**src/rtl/fifo_wr_ctrl.sv**
```systemverilog
// fifo_wr_ctrl: burst write controller for the write side of an async FIFO
module fifo_wr_ctrl #(
  parameter int SIZE  = 3,
  parameter int DW    = 8,
  parameter int BURST = 4
) (
  input  logic          wr_clk,
  input  logic          wr_rstn,
  input  logic          s_valid,
  input  logic [DW-1:0] s_data,
  output logic          s_ready,
  input  logic          full,
  input  logic [SIZE:0] bi_wr_ptr,
  input  logic [SIZE:0] gr_rd_ptr,
  output logic          wr_en,
  output logic [DW-1:0] wr_data,
  output logic [SIZE:0] wr_level,
  output logic          almost_full,
  output logic          burst_done
);
  localparam int DEPTH_I = 1 << SIZE;
  localparam int THR_I   = DEPTH_I - BURST;
  localparam int LAST_I  = BURST - 1;
  localparam logic [SIZE:0] DEPTH = DEPTH_I[SIZE:0];
  localparam logic [SIZE:0] BLEN  = BURST[SIZE:0];
  localparam logic [SIZE:0] THR   = THR_I[SIZE:0];
  localparam logic [SIZE:0] LAST  = LAST_I[SIZE:0];
  localparam logic [1:0] S_IDLE  = 2'd0;
  localparam logic [1:0] S_BURST = 2'd1;
  localparam logic [1:0] S_GAP   = 2'd2;

  logic [SIZE:0] sync1, sync2, rd_bin, level_nxt, free, burst_cnt;
  logic [1:0]    state, state_nxt;
  logic          last;

  for (genvar i = 0; i <= SIZE; i++) begin : g_g2b
    assign rd_bin[i] = ^sync2[SIZE:i];
  end

  // a stale read pointer only makes free look smaller, never larger
  assign level_nxt  = bi_wr_ptr - rd_bin;
  assign free       = DEPTH - wr_level;
  assign s_ready    = (state == S_BURST) && !full;
  assign wr_en      = s_valid && s_ready;
  assign wr_data    = s_data;
  assign burst_done = state == S_GAP;
  assign last       = wr_en && (burst_cnt == LAST);

  always_comb
    state_nxt = (state == S_IDLE)  ? ((s_valid && free >= BLEN) ? S_BURST : S_IDLE) :
                (state == S_BURST) ? (last ? S_GAP : S_BURST) : S_IDLE;

  always_ff @(posedge wr_clk or negedge wr_rstn)
    if (!wr_rstn) begin
      sync1       <= '0;
      sync2       <= '0;
      wr_level    <= '0;
      almost_full <= 1'b0;
      state       <= S_IDLE;
      burst_cnt   <= '0;
    end else begin
      sync1       <= gr_rd_ptr;
      sync2       <= sync1;
      wr_level    <= level_nxt;
      almost_full <= level_nxt > THR;
      state       <= state_nxt;
      burst_cnt   <= (state != S_BURST) ? '0 : burst_cnt + {{SIZE{1'b0}}, wr_en};
    end
endmodule

```
**config.mk**
```make
export PLATFORM = sky130hd
export DESIGN_NAME = fifo_wr_ctrl
export DESIGN_NICKNAME = d
export VERILOG_FILES = /design/src/rtl/fifo_wr_ctrl.sv
export SDC_FILE = /design/constraint.sdc
export NUM_CORES = 1
export LEC_CHECK = 0
export ABC_AREA = 1
export BUFFER_PORTS_ARGS = -buffer_cell sky130_fd_sc_hd__buf_2
export CORE_MARGIN = 10
export CORE_UTILIZATION = 45
export CTS_CLUSTER_SIZE = 8
export DETAILED_ROUTE_END_ITERATION = 7
export PLACE_DENSITY = 0.72
export SYNTH_ARGS = -nofsm -noshare
export SYNTH_HDL_FRONTEND = slang
export SYNTH_SLANG_ARGS = --single-unit
```
**constraint.sdc**
```tcl
create_clock -name wr_clk -period 2 [get_ports wr_clk]
set_input_delay 0.3 -clock wr_clk [delete_from_list [all_inputs] [get_ports wr_clk]]
set_output_delay 0.3 -clock wr_clk [all_outputs]
set_load 0.03 [all_outputs]
```
# ---- Word-level counts from Yosys, hierarchy flattened
# Cells that the tools add are included.
dict set report classes {
  n_mul 0
  eq_ne 4
  shifts 0
  mux 5
  bitwise_logic 0
  add_sub_neg 3
  n_reduce_logical 9
  div 0
  n_lt_le_gt_ge 2
}
# operator count
set op_table {}
lappend op_table {{2-bit 2-to-1 mux} 3}
lappend op_table {{4-bit by 1-bit adder with 4-bit output} 1}
lappend op_table {{4-bit by 2-bit == test with 1-bit output (second input constant)} 1}
lappend op_table {{4-bit by 3-bit greater-or-equal comparator with 1-bit output (second input constant)} 1}
lappend op_table {{4-bit by 3-bit greater-than comparator with 1-bit output (second input constant)} 1}
lappend op_table {{1-bit logical AND} 4}
lappend op_table {{4-bit 2-to-1 mux} 1}
lappend op_table {{4-bit parity} 1}
lappend op_table {{4-bit subtractor} 1}
lappend op_table {{4-bit subtractor (first input constant)} 1}
lappend op_table {{3-bit parity} 1}
lappend op_table {{2-bit by 1-bit == test with 1-bit output (second input constant)} 1}
lappend op_table {{2-bit == test (second input constant)} 1}
lappend op_table {{2-bit zero test} 1}
lappend op_table {{2-bit by 1-bit inequality test with 1-bit output (second input constant)} 1}
lappend op_table {{2-bit parity} 1}
lappend op_table {{1-bit zero test} 1}
lappend op_table {{1-bit 2-to-1 mux} 1}
dict set report word_totals {
  n_memories 0
  latchBits 0
  out_inout_bits 16
  input_bits 20
  ram_bits 0
  rom_bits 0
  register_bits 19
}

# ---- Longest topological paths before layout
# Gate-level depths: netlist of run 1.
dict set report logic_depth {
  word_depth 7
  ltp_mapped 13
  mapped_depth_nobuf 13
}

# ---- Worst setup path after synthesis of run 1
# OpenSTA, ideal clock, no wires.
dict set report synth_path {
  path_type {reg-to-reg}
  start {register state[1]}
  end {register burst_cnt[2]}
  stages_incl_launch_ff 10
  t_arrival_ns 1.703
  required_time_ns 1.880
  slack_ns 0.177
  period_less_slack_ns 1.823
  path_cell_list {dfrtp_1 -> inv_1 -> nand2_2 -> nor2_2 -> nand2_1 -> inv_1 -> ha_1 -> ha_1 -> xnor2_1 -> nor2_1}
}
dict set report synth_between {
  elab_chain_len 5
  elab_cells_between_ends 6
}
# element line
set synth_lines {}
lappend synth_lines {{start: declaration} 33} ;# logic [1:0] state, state_nxt;
lappend synth_lines {{start signal: assignment} 66} ;# state <= state_nxt;
lappend synth_lines {{2-bit by 1-bit == test with 1-bit output} 43} ;# assign s_ready = (state == S_BURST) && !full;
lappend synth_lines {{1-bit logical AND} 43}
lappend synth_lines {{via s_ready} 11} ;# output logic s_ready,
lappend synth_lines {{1-bit logical AND} 44} ;# assign wr_en = s_valid && s_ready;
lappend synth_lines {{via wr_en} 15} ;# output logic wr_en,
lappend synth_lines {{4-bit by 1-bit adder with 4-bit output} 67} ;# burst_cnt <= (state != S_BURST) ? '0 : burst_cnt + {{SIZE{1'b0}}, wr_en};
lappend synth_lines {{4-bit 2-to-1 mux} 67}
lappend synth_lines {{end signal: assignment} 67}
lappend synth_lines {{end: declaration} 32} ;# logic [SIZE:0] sync1, sync2, rd_bin, level_nxt, free, burst_cnt;
# The timed path passes the listed nets, and every way through them passes these cells.

# ---- Worst setup path after layout of run 1
dict set report layout_path {
  start {register sync2[3]}
  end {register almost_full}
}
dict set report layout_between {
  elab_chain_len 3
  elab_cells_between_ends 5
}
# element line
set layout_lines {}
lappend layout_lines {{start: declaration} 32}
lappend layout_lines {{start signal: assignment} 63} ;# sync2 <= sync1;
lappend layout_lines {{4-bit parity, or another cell as far along} 37} ;# assign rd_bin[i] = ^sync2[SIZE:i];
lappend layout_lines {{4-bit subtractor (*)} 41} ;# assign level_nxt = bi_wr_ptr - rd_bin;
lappend layout_lines {{4-bit by 3-bit greater-than comparator with 1-bit output (*)} 65} ;# almost_full <= level_nxt > THR;
lappend layout_lines {{end signal: assignment} 65}
lappend layout_lines {{end: declaration} 18} ;# output logic almost_full,
# Mark *: on every way between the ends. The rest lies on a longest branch, timed or not.

==> key figures, run 1 <==
Yosys
  – Synth Area in Simple Gates: 0.1951
  – Area leader, netlist: dfrtp_1
  – Post-Synth XOR/XNOR Area: 0.05769
  – Top cell type's share of synthesized area: 0.5220
  – Synthesized Nets: 118
  – Sequential fraction of the synthesis area: 0.5220
  – Yosys warns: 0
  – Gate Count Post-Synth: 93
  – Post-Synth Adder-Cell Area: 0.07692
  – Complex-gate fraction of the synthesized area: 0.01236
  – Distinct cells, synth: 18
  – Cell Area, Synth: 910.9 µm²
  – Post-synthesis mux area share: 0
  – Synth area leaders: dfrtp_1 52%, inv_1 7.0%, buf_4 6.6%, ha_1 5.5%, nand2_1 4.5%
  – Mean Syn Cell Area: 9.794 µm²
  – Main combinational cell family by area after synthesis: simple AND/OR/NAND/NOR gates
  – FF+latch count, synth: 19

Timing
  – Final setup violation count: 0
  – Final worst path period share: 0.9434
  – Worst Slack Setup Final: 0.1131 ns
  – Worst hold slack: 0.1102 ns
  – Clock Skew: 0.0006517 ns
  – Least-Margin Pin Slew: 0.3953 ns
  – Worst slew margin: 0.7365
  – Final Max Slew Viols: 0
  – Fin crit period: 1.887 ns
  – Fin. Hold Viols: 0
  – Max Freq: 530.0 MHz

Placement
  – DP HPWL: 1.261 mm
  – Worst slack at placement: 0.1122 ns
  – Port Buf Inserts: 19
  – Area after DPL: 979.7 µm²
  – Routability cong.: 0.7525

GRT
  – First-pass GRT wire length: 2.566 mm
  – Grt ovf: 0
  – Vias in the first global route: 643
  – Largest net degree at the start of global routing: 20
  – Antenna violations before repair: 0
  – Gr usage total: 0.07652

Critical path
  – Reg-to-reg setup timing slack: 0.11 ns
  – Critical path's largest stage delay: 0.54 ns
  – Worst Setup Start Kind: register
  – Critical Path, Cell by Cell: inv_1 > nand2_2 > nand2_2 > xor2_1 > inv_1 > ha_1 > fa_2 > nand2_1 > nand3_1 > nand2_1
  – Arr. time, crit path: 2.08 ns
  – R2R cell count: 10
  – Crit path max fanout: 4
  – Reg2reg start: sync2[3]$_DFF_PN0_
  – CP top delay family: adder cells
  – CP bufs+invs: 2
  – Critical path type: register to register
  – Reg-to-Reg End: almost_full$_DFF_PN0_
  – Slowest stage cell on the critical path: fa_2
  – Required time of the critical path: 2.19 ns
  – Crit. End Element: register

Pwr
  – Sw power: 327.5 µW
  – Share of total power in combinational logic: 0.305
  – Net Sw Frac: 0.3431
  – Clk pwr share: 0.194
  – Sequential share of power: 0.501
  – PwrDens: 928.3 nW/µm²
  – Int Power: 627.2 µW
  – Max VDD drop: 0.4286 mV
  – Leak: 0.0005557 µW

Final layout
  – # nets final: 136
  – Fraction of layout cells with a size suffix above 1: 0.3000
  – Antenna cells: 0
  – Sequential cell area: 475.5 µm²
  – Most frequent cells in the layout: 19 x dfrtp_1, 19 x buf_2, 17 x inv_1, 10 x nand2_1, 8 x nor2_1
  – Design Area, Final: 1028 µm²
  – Multi-input logic area: 316.6 µm²
  – Area Growth Syn to Fin: 12.91%
  – # fillers: 176

Clock tree
  – Clk slew on worst S/H paths: 0.10 ns
  – TritonCTS buffer count: 3
  – Clock Sinks: 19
  – Clock Tree Root: clkbuf_4
  – CTS tree: done
  – Clk buf depth: 2
  – CTS H-tree lvls: 1
  – Worst skew pair latency: 0.29 ns

Detailed routing
  – Antenna Nets Post-Route: 0
  – Via count: 601
  – Drt drc: 0
  – DRT Pass-1 Iters: 4
  – Routed len/inst: 11.18 µm
  – Vias per Instance: 4.387
  – DRT iter0 DRCs: 9
  – Post-Route WL: 1.531 mm

Floorplanning
  – Core Region: 1942 µm²
  – IO Count: 36
  – Die Span Y: 64.99 µm
  – Die span in x: 64.99 µm
  – FP Rows: 16
  – Die area: 4224 µm²
  – Starting Density: 0.4691

Hold path
  – Worst hold path stage count: 1
  – Hold Path Class: input pin to register
  – Hold Path Sink: sync1[3]$_DFF_PN0_
  – Worst hold start: gr_rd_ptr[3]

Status
  – Status: finished clean

Run
  – Max-capacitance violation count: 0
routing by layer:
metal  up-vias  share of wire  GRT usage
met3         4           0.12    0.04639
met1       262           0.36    0.07193
met4         0          0.020    0.05080
met5         -              0          0
li1        305              -          -
met2        30           0.49     0.1232
sequential cells by signal, summed over array words and instances (netlist names):
| register | flops |
|---|---|
| sync1 | 4 |
| sync2 | 4 |
| almost_full | 1 |
| wr_level | 4 |
| state | 2 |
| burst_cnt | 4 |
power groups by stage:
stage	registers [µW]	logic, µW	clock network, µW
6_report	478	291	185
5_1_grt	486	333	211
4_1_cts	479	292	194
3_5_place_dp	487	286	0
2_1_floorplan	532	190	0
3_3_place_gp	485	281	0
logic make-up (layout without fill, tap and decap cells):
logic type               after synthesis  count (layout)
AND/OR/NAND/NOR                       36              36
buffers and inverters                 25              42
flip-flops                            19              19
XOR/XNOR                               6               6
adder cells (fa/ha/maj)                5               5
AO/OA/AOI/OAI                          2               2
worst max path at each step:
stage / from / to / slack (ns) / cells after the start
detailed placement: sync2[2]$_DFF_PN0_ / wr_level[2]$_DFF_PN0_ / 0.11 / 9
CTS: sync2[2]$_DFF_PN0_ / wr_level[2]$_DFF_PN0_ / 0.09 / 9
global placement: sync2[3]$_DFF_PN0_ / wr_level[2]$_DFF_PN0_ / 0.18 / 9
global route: sync2[3]$_DFF_PN0_ / almost_full$_DFF_PN0_ / -0.008 / 10
floorplan: state[1]$_DFF_PN0_ / burst_cnt[2]$_DFF_PN0_ / 0.18 / 9
finish: sync2[3]$_DFF_PN0_ / almost_full$_DFF_PN0_ / 0.11 / 10
what timing repair did:
item                                   4_1_cts  5_1_grt
setup endpoints to repair                    0        2
buffers inserted                             0        1
gates resized for setup                      0        2
endpoints found under the hold margin       19        0
hold buffers                                 1        0
Yosys cell counts:
master    number
dfrtp_1       19
inv_1         17
nand2_1       11
buf_4          8
nor2_1         8
nand3_1        6
ha_1           4
nand2_2        4
xnor2_1        4
nand3_2        2
nor2_2         2
xor2_1         2
a21oi_1        1
and2_1         1
fa_1           1
nand3b_1       1
nor3_1         1
o22ai_1        1
through the flow:
step | total power, µW | util | setup TNS, ns | instances
after floorplan | 722.2 | - | 0 | 93
after global placement | 765.6 | 0.5045 | 0 | 131
after detailed placement | 773.4 | 0.5045 | 0 | 131
after CTS | 965.5 | 0.5232 | 0 | 136
after global routing | 1029 | 0.5296 | -0.007998 | 137
final | 954.7 | 0.5296 | 0 | 137
area by class of cell:
class | count | area share
clock buffers | 4 | 0.02555
inverters | 17 | 0.06204
multi-input cells | 49 | 0.3078
flip-flops and latches | 19 | 0.4623
well taps | 27 | 0.03285
repair buffers | 21 | 0.1095
Note: power is estimated with default switching activity, not from simulation.
==> inputs of run 2 (changes only) <==
Settings changed: SETUP_SLACK_MARGIN set to 0.4.
==> run 2 against run 1 <==
  * Non-clock buffer count is 6 higher
  * Largest power group unchanged
  * Power increased by 4.9%
  * Sequential power is 1% higher
  * Cell count increased by 4.4%
  * First-iteration DRC count up 44%
  * Sequential share of layout area decreased by 4.0 points
  * Highest routed layer unchanged
  * Critical path depth unchanged
==> key figures, run 2 (synthesis results as in run 1) <==
Final layout
  – Antenna cells: 0 (unchanged)
  – # nets final: 142 (+4.4%)
  – Finished Core Util: 0.5799 (+0.05026)
  – Fraction of layout cells with a size suffix above 1: 0.4138 (+0.1138)
  – Area Growth Syn to Fin: 23.63%
  – # fillers: 164 (-6.8%)
  – Sequential cell area: 475.5 µm² (unchanged)
  – Final Non-Filler Cells: 143 (+4.4%)
  – Multi-input logic area: 360.3 µm² (+14%)
  – Most frequent cells in the layout: 19 x dfrtp_1, 18 x buf_2, 13 x inv_1, 8 x nor2_1, 8 x nand2_1
  – Leading cell type in the layout, fill and taps excluded: dfrtp_1

Detailed routing
  – Vias per Instance: 4.420 (+0.75%)
  – Routed len/inst: 11.21 µm (+0.31%)
  – Post-Route WL: 1.603 mm (+4.7%)
  – Via count: 632 (+5.2%)
  – Drt drc: 0 (unchanged)
  – DRT iter0 DRCs: 13 (+4)
  – Antenna Nets Post-Route: 0 (unchanged)
  – DRT Pass-1 Iters: 2 (-2)

GRT
  – Antenna violations before repair: 0 (unchanged)
  – First-pass GRT wire length: 2.628 mm (+2.4%)
  – Grt ovf: 0 (unchanged)
  – Vias in the first global route: 656 (+2.0%)
  – Largest net degree at the start of global routing: 20 (unchanged)
  – Gr usage total: 0.07868 (+0.002161)

Placement
  – Routability cong.: 0.7340 (-2.5%)
  – Port Buf Inserts: 19 (unchanged)
  – DP HPWL: 1.222 mm (-3.1%)
  – Placed insts: 131 (unchanged)

Floorplanning
  – Die Span Y: 64.99 µm (unchanged)
  – Core Region: 1942 µm² (unchanged)
  – Starting Density: 0.4691 (unchanged)
  – IO Count: 36 (unchanged)
  – Die area: 4224 µm² (unchanged)
  – Die span in x: 64.99 µm (unchanged)
  – FP Rows: 16 (unchanged)

Critical path
  – Crit. End Element: register
  – Critical Path, Cell by Cell: inv_2 > nand2_2 > nand2_2 > xor2_1 > inv_1 > ha_4 > fa_2 > nand2_1 > nand3_1 > nand2_1
  – Worst Setup Start Kind: register
  – Reg-to-reg setup timing slack: 0.16 ns (+0.04 ns)
  – Launch point of the critical path: sync2[3]$_DFF_PN0_
  – CP top delay family: adder cells
  – Crit path max fanout: 3 (-1)
  – Arr. time, crit path: 2.03 ns (-0.05 ns)
  – Critical path's largest stage delay: 0.52 ns (-0.02 ns)
  – Reg-to-Reg End: almost_full$_DFF_PN0_
  – Slowest stage cell on the critical path: fa_2
  – CP bufs+invs: 2 (unchanged)
  – Reg2reg start: sync2[3]$_DFF_PN0_
  – Required time of the critical path: 2.19 ns (about the same)
  – R2R cell count: 10 (unchanged)
  – Critical path type: register to register

Pwr
  – Sequential share of power: 0.483 (-0.018)
  – Sw power: 349.1 µW (+6.6%)
  – Int Power: 652.4 µW (+4.0%)
  – Max VDD drop: 0.5368 mV (+25%)
  – Net Sw Frac: 0.3486 (+0.005528)
  – Leak: 0.0005961 µW (+7.3%)
  – Share of total power in combinational logic: 0.330 (+0.025)
  – Clk pwr share: 0.187 (-0.007)
  – PwrDens: 889.3 nW/µm² (-4.2%)

Timing
  – RSZ-0062 raised after global routing: yes
  – Least-Margin Pin Slew: 0.4051 ns (+0.009755 ns)
  – Final worst path period share: 0.9223 (-0.02115)
  – Fin. Hold Viols: 0 (unchanged)
  – Clock Skew: 0.0008175 ns (+0.0001658 ns)
  – Final Max Slew Viols: 0 (unchanged)
  – Worst slew margin: 0.7300 (-0.006503)
  – Setup Total Neg Slack: 0 ns (unchanged)
  – Fin crit period: 1.845 ns (-0.04230 ns)
  – Max Freq: 542.1 MHz (+2.3%)
  – Final setup violation count: 0 (unchanged)

Hold path
  – Worst hold path stage count: 1 (unchanged)
  – Hold Path Class: input pin to register
  – Worst hold start: gr_rd_ptr[3]
  – Hold Path Sink: sync1[3]$_DFF_PN0_

Clock tree
  – Clk buf depth: 2 (unchanged)
  – TritonCTS buffer count: 3 (unchanged)
  – CTS tree: done
  – CTS H-tree lvls: 1 (unchanged)
  – Clock Sinks: 19 (unchanged)
  – Clock Tree Root: clkbuf_4
  – Worst skew pair latency: 0.28 ns (about the same)
  – Clk slew on worst S/H paths: 0.10 ns (about the same)

Run
  – Max-capacitance violation count: 0 (unchanged)

Status
  – Status: finished clean
run 2: cell count changes in the layout (fill, tap and decap cells not counted), moves of 2 or more:
cell     before  now
nand2_4       0    2
inv_1        17   13
inv_2         0    3
buf_4         1    7
nand2_1      10    8
run 2: repair_timing:
item / in CTS / in global routing
resized for setup: 6 / 4
endpoints found under the hold margin: 19 / 0
pin swaps: 8 / 5
hold buffers: 1 / 0
buffers inserted: 5 / 2
setup endpoints to repair: 5 / 5
run 2: area by class of cell:
type / count / share of cell area
Clock buffer: 4 / 0.02333
Inverter: 17 / 0.05889
Multi-Input combinational cell: 49 / 0.3200
Sequential cell: 19 / 0.4222
Tap cell: 27 / 0.03000
Timing Repair Buffer: 27 / 0.1456
run 2: routing by layer:
metal | GRT usage | wire length, µm | vias to the layer above
met4 | 0.04813 | 19 | 0
met2 | 0.1256 | 817 | 25
li1 | - | - | 318
met1 | 0.07608 | 577 | 287
met3 | 0.04811 | 188 | 2
met5 | 0 | 0 | -
run 2: through the flow:
step                      hold WS [ns]  area [µm²]  power [µW]  setup slack [ns]
after global placement          0.2450       997.2       777.5            0.2183
after CTS                      0.09711        1100        1004            0.1791
final                           0.1101        1126        1001            0.1554
after detailed placement        0.2538       997.2       785.5            0.1641
after global routing           0.08965        1126        1075           0.09021
after floorplan               0.004409       928.4       733.6            0.2463
run 2: power groups by stage:
stage                     registers [µW]  logic (µW)  clock network (µW)
final                                483         330                 188
after global routing                 490         372                 213
after CTS                            483         324                 197
after detailed placement             488         297                   0
after global placement               485         292                   0
after floorplan                      532         201                   0
run 2: worst max-delay path by stage:
stage	end	slack [ns]	depth (start not counted)
after global placement	almost_full$_DFF_PN0_	0.22	10
final	almost_full$_DFF_PN0_	0.16	10
after CTS	almost_full$_DFF_PN0_	0.18	10
after global routing	almost_full$_DFF_PN0_	0.09	10
after floorplan	almost_full$_DFF_PN0_	0.25	10
after detailed placement	almost_full$_DFF_PN0_	0.16	10
